`config.mk`:
```
export PLATFORM = sky130hd
export DESIGN_NAME = counter_seq_ctrl
export DESIGN_NICKNAME = d
export VERILOG_FILES = /design/src/rtl/counter_ctrl_pkg.sv /design/src/rtl/ctr_datapath.sv /design/src/rtl/counter_seq_ctrl.sv
export SDC_FILE = /design/constraint.sdc
export NUM_CORES = 1
export LEC_CHECK = 0
export ABC_AREA = 1
export BUFFER_PORTS_ARGS = -buffer_cell sky130_fd_sc_hd__buf_2
export CAP_MARGIN = 20
export CELL_PAD_IN_SITES_DETAIL_PLACEMENT = 0
export CELL_PAD_IN_SITES_GLOBAL_PLACEMENT = 1
export CORE_ASPECT_RATIO = 0.8
export CORE_UTILIZATION = 25
export CTS_CLUSTER_DIAMETER = 40
export DETAILED_ROUTE_END_ITERATION = 12
export GPL_TIMING_DRIVEN = 0
export PLACE_DENSITY_LB_ADDON = 0.1
export SLEW_MARGIN = 0
export SYNTH_ARGS = -nofsm -noshare
export SYNTH_HDL_FRONTEND = slang
export SYNTH_SLANG_ARGS = --single-unit
```
`constraint.sdc`:
```
create_clock -name clk -period 2.1 [get_ports clk]
set_clock_uncertainty 0.15 [all_clocks]
set_input_delay 0.21 -clock clk [delete_from_list [all_inputs] [get_ports clk]]
set_output_delay 0.21 -clock clk [all_outputs]
set_load 0.03 [all_outputs]
```
`src/rtl/counter_ctrl_pkg.sv`:
```
// Shared types and default sizes for the counter sequencing controller.
package counter_ctrl_pkg;

   localparam int DEF_WIDTH = 4;
   localparam int DEF_REP_W = 4;

   typedef enum logic [1:0] {
      IDLE  = 2'd0,
      RUN   = 2'd1,
      PAUSE = 2'd2,
      DONE  = 2'd3
   } state_t;

endpackage

```
`src/rtl/ctr_datapath.sv`:
```
// Up-counter that wraps to zero after reaching an inclusive limit.
module ctr_datapath #(
   parameter int WIDTH = 4
) (
   input  logic             clk,
   input  logic             rst,
   input  logic             clr,
   input  logic             en,
   input  logic [WIDTH-1:0] limit,
   output logic [WIDTH-1:0] cnt,
   output logic             at_limit
);

   assign at_limit = (cnt == limit);

   // Compare before increment, so a full-range limit wraps without overflow.
   always_ff @(posedge clk or posedge rst) begin
      if (rst)
         cnt <= '0;
      else if (clr)
         cnt <= '0;
      else if (en)
         cnt <= at_limit ? '0 : cnt + 1'b1;
   end

endmodule

```
`src/rtl/counter_seq_ctrl.sv`:
```
// Command-driven sequencer: runs the counter 0..limit for a number of passes,
// with pause/abort, per-wrap tick and a completion pulse.
module counter_seq_ctrl
   import counter_ctrl_pkg::*;
#(
   parameter int WIDTH = DEF_WIDTH,
   parameter int REP_W = DEF_REP_W
) (
   input  logic             clk,
   input  logic             rst,
   input  logic             cmd_valid,
   output logic             cmd_ready,
   input  logic [WIDTH-1:0] cmd_limit,
   input  logic [REP_W-1:0] cmd_reps,
   input  logic             pause,
   input  logic             abort,
   output logic [WIDTH-1:0] cnt,
   output logic [REP_W-1:0] rep_left,
   output logic             busy,
   output logic             tick,
   output logic             done
);

   state_t           state;
   logic [WIDTH-1:0] limit_q;
   logic             clr;
   logic             en;
   logic             at_limit;

   assign cmd_ready = (state == IDLE);
   assign busy      = (state != IDLE);

   // Counter steering mirrors the FSM priority: abort, then pause, then count.
   always_comb begin
      clr = 1'b0;
      en  = 1'b0;
      case (state)
         IDLE:    clr = cmd_valid;
         RUN: begin
            if (abort)      clr = 1'b1;
            else if (!pause) en = 1'b1;
         end
         PAUSE:   clr = abort;
         default: ;
      endcase
   end

   ctr_datapath #(.WIDTH(WIDTH)) u_dp (
      .clk      (clk),
      .rst      (rst),
      .clr      (clr),
      .en       (en),
      .limit    (limit_q),
      .cnt      (cnt),
      .at_limit (at_limit)
   );

   always_ff @(posedge clk or posedge rst) begin
      if (rst) begin
         state    <= IDLE;
         limit_q  <= '0;
         rep_left <= '0;
         tick     <= 1'b0;
         done     <= 1'b0;
      end else begin
         tick <= 1'b0;
         done <= 1'b0;
         case (state)
            IDLE: begin
               if (cmd_valid) begin
                  if (cmd_reps != '0) begin
                     limit_q  <= cmd_limit;
                     rep_left <= cmd_reps;
                     state    <= RUN;
                  end else begin
                     state <= DONE;
                     done  <= 1'b1;
                  end
               end
            end
            RUN: begin
               if (abort) begin
                  state    <= IDLE;
                  rep_left <= '0;
               end else if (pause) begin
                  state <= PAUSE;
               end else if (at_limit) begin
                  rep_left <= rep_left - 1'b1;
                  tick     <= 1'b1;
                  if (rep_left == REP_W'(1)) begin
                     state <= DONE;
                     done  <= 1'b1;
                  end
               end
            end
            PAUSE: begin
               if (abort) begin
                  state    <= IDLE;
                  rep_left <= '0;
               end else if (!pause) begin
                  state <= RUN;
               end
            end
            DONE: state <= IDLE;
            default: state <= IDLE;
         endcase
      end
   end

endmodule

```
==> summary.txt <==
Clock tree
  • Root Buffer: clkbuf_8
  • H-Tree Depth: 1
  • Post-CTS Setup Bufs: 0
  • Worst-Skew Late Latency: 0.25 ns
  • Inserted Clock Buffers: 3
  • Clock slew seen by the registers of the worst setup and hold paths: 0.06 ns
  • Clock tree sinks: 16
  • CTS tree: done
  • CTS Buffer Depth: 2

Critical path
  • Delay-heaviest family, CP: flip-flops
  • CP Launch Type: flop
  • Setup crit end kind: flop
  • Crit Path Max Fanout: 6
  • R2R setup slack: 0.28 ns
  • Reg-to-Reg Start: state[0]
  • R2R Path End: u_dp.cnt[2]
  • Worst Path Required: 2.12 ns
  • CP bufs+invs: 2
  • Crit path largest cell delay: 0.40 ns
  • Critical path type: flop to flop
  • CP Cell Sequence: inv_1 -> ha_1 -> inv_1 -> o21ai_0 -> nand2_1 -> nand2_1 -> o22ai_1
  • Critical path arrival: 1.84 ns
  • Crit-path slowest cell: dfrtp_1
  • R2r worst-path depth: 7

Synth
  • Synthesis Warnings: 0
  • Most frequent cell after synthesis: nand2_1
  • Syn Inst Count: 148
  • Syn avg cell area: 7.29 um^2
  • Post-synth EDFFs: 0
  • Commonest cells in the netlist: nand2_1, inv_1, dfrtp_1
  • Synth Cell Area: 0.00108 mm^2
  • Top post-synthesis cells by area: dfrtp_1, nand2_1, ha_1
  • Share of the synthesized area in the top cell type: 37.1%
  • Register bit total from synthesis: 16
  • Post-Syn Nets: 169
  • Async SR Flop Fraction: 100%
  • Yosys cell types: 17
  • Sequential share of the synthesized area: 37.1%
  • Main synth FF type: dfrtp_1
  • Largest area contributor in the netlist: dfrtp_1

Cells and area
  • Antenna Cells: 0
  • Fillers: 456
  • Ratio of cells with drive above 1 in the final layout: 24.3%
  • Util after Layout: 33.7%
  • Syn-to-layout area delta: 23.6%
  • Layout Nets: 199

Route
  • DRT Pass-1 Iters: 4
  • Drt total wl: 2.43 mm
  • Vias post-DR: 960
  • Vias/cell: 4.14
  • Initial DRC Count: 47
  • Drt wl/cell: 10.5 um
  • Post-route ant nets: 0
  • Drt drc: 0

Pwr
  • Power density over cell area: 1250 mW/mm^2
  • VDD IR max: 0.479 mV
  • Pleak: 0.744 nW

Placement
  • Port Buffers: 24
  • Gpl congestion: 0.731
  • Post-DP HPWL: 2.00 mm

GRT
  • Total gr overflow: 0
  • Top Usage Layer GRT: met2
  • Gr usage total: 12.0%
  • Via count of the first global-routing pass: 860
  • GRT met1 Usage: 17.2%
  • Largest net degree at the start of global routing: 17
  • First-pass GRT wire length: 4.00 mm
  • Initial antenna violation count: 0
  • Met2 usage: 18.0%
  • Routing usage on met3: 3.99%

Timing
  • Final hold vios: 0
  • Fmax: 550 MHz
  • Worst-margin pin slew: 0.611 ns
  • Slew HR: 59.2%
  • Slew Viols, Final: 0
  • Fin Setup TNS: 0 ns
  • Final period util: 86.6%
  • Setup Viol. Count Final: 0
  • Clock period minus worst slack: 1.82 ns
  • Unrepaired setup endpoints after global routing: no

Floorplanning
  • Initial Util: 27.3%
  • Die Span X: 75.4 um
  • Full die area: 0.00458 mm^2
  • Core Footprint: 0.00395 mm^2
  • # rows: 20
  • Chip height: 60.7 um
  • IO Count: 25

Worst hold path
  • Worst hold path cell count: 3
  • Hold EP: limit_q[3]
  • Hold wc startpoint: cmd_limit[3]
  • HP Class: input port to flop

Run status
  • Status: completed

Job
  • MaxCap Viol Count: 0
## worst register-to-register path, stage by stage (launching register included)
cell and delay (ns):
dfrtp_1 0.40, inv_1 0.10, ha_1 0.33, inv_1 0.15
o21ai_0 0.11, nand2_1 0.19, nand2_1 0.14, o22ai_1 0.17
## layer usage
metal / vias to the layer above / part of all wire [%]
met5: - / 0
met4: 0 / 0.33
met3: 2 / 3.5
met2: 15 / 42
met1: 421 / 54
li1: 522 / -
## cell usage in the layout (no fill, tap or decap), drive strengths merged
cell type / netlist / routed
a21oi: 5 / 5
buf: 0 / 24
clkbuf: 0 / 4
dfrtp: 16 / 16
dlygate4sd3: 0 / 1
ha: 8 / 8
inv: 23 / 23
nand2: 54 / 54
nand3: 15 / 15
nand4: 1 / 1
nor2: 14 / 14
o21ai: 5 / 5
o22ai: 4 / 4
xnor2: 1 / 1
xor2: 2 / 2
## power breakdown
group          internal [mW]  total, mW  switching (mW)  leakage [nW]
sequential             0.401      0.484          0.0829         0.203
combinational          0.301      0.908           0.607         0.512
clock                  0.166      0.268           0.102        0.0288
total                  0.868       1.66           0.792         0.744
## per-stage QoR
stage               setup WS [ns]  hold slack (ns)  instance area (um^2)  power [mW]  cells
floorplan                   0.412          -0.0263                  1080        1.18    148
finish                      0.281           0.0573                  1330        1.66    232
global route               0.0985           0.0932                  1330        1.84    232
detailed placement          0.256            0.175                  1270        1.41    227
global placement            0.299            0.175                  1270        1.40    227
CTS                         0.241           0.0581                  1330        1.69    232
## sequential cells by signal, indices dropped and copies added, names as in the netlist
signal,flops
done,1
limit_q,4
rep_left,4
state,2
tick,1
u_dp.cnt,4
## what timing repair did
item	in CTS	in global routing
endpoints found under the setup margin	0	0
hold buffers	1	0
hold endpoints to repair	16	0
gates resized for setup	0	0
## final cells by class
class / count / area [um^2] / area share [%]
Clock buffer: 4 / 55.1 / 4.13
Inverter: 23 / 86.3 / 6.48
Multi-Input combinational cell: 109 / 592 / 44.4
Sequential cell: 16 / 400 / 30.0
Tap cell: 55 / 68.8 / 5.16
Timing Repair Buffer: 25 / 130 / 9.77
## worst max path at each step
stage | start | end | cells after the start
final | state[0] | u_dp.cnt[2] | 7
after global routing | state[0] | u_dp.cnt[2] | 7
after CTS | state[0] | u_dp.cnt[2] | 7
after detailed placement | state[0] | u_dp.cnt[2] | 7
after global placement | state[0] | u_dp.cnt[2] | 7
after floorplan | state[0] | rep_left[2] | 8
## cells by family after synthesis
| kind of cell | synth area share [%] |
|---|---|
| buffers and inverters | 8.00 |
| AO/OA/AOI/OAI | 6.96 |
| AND/OR/NAND/NOR | 36.2 |
| flip-flops | 37.1 |
| XOR/XNOR | 2.44 |
| adder cells (fa/ha/maj) | 9.28 |
(Power assumes the default switching activity.)
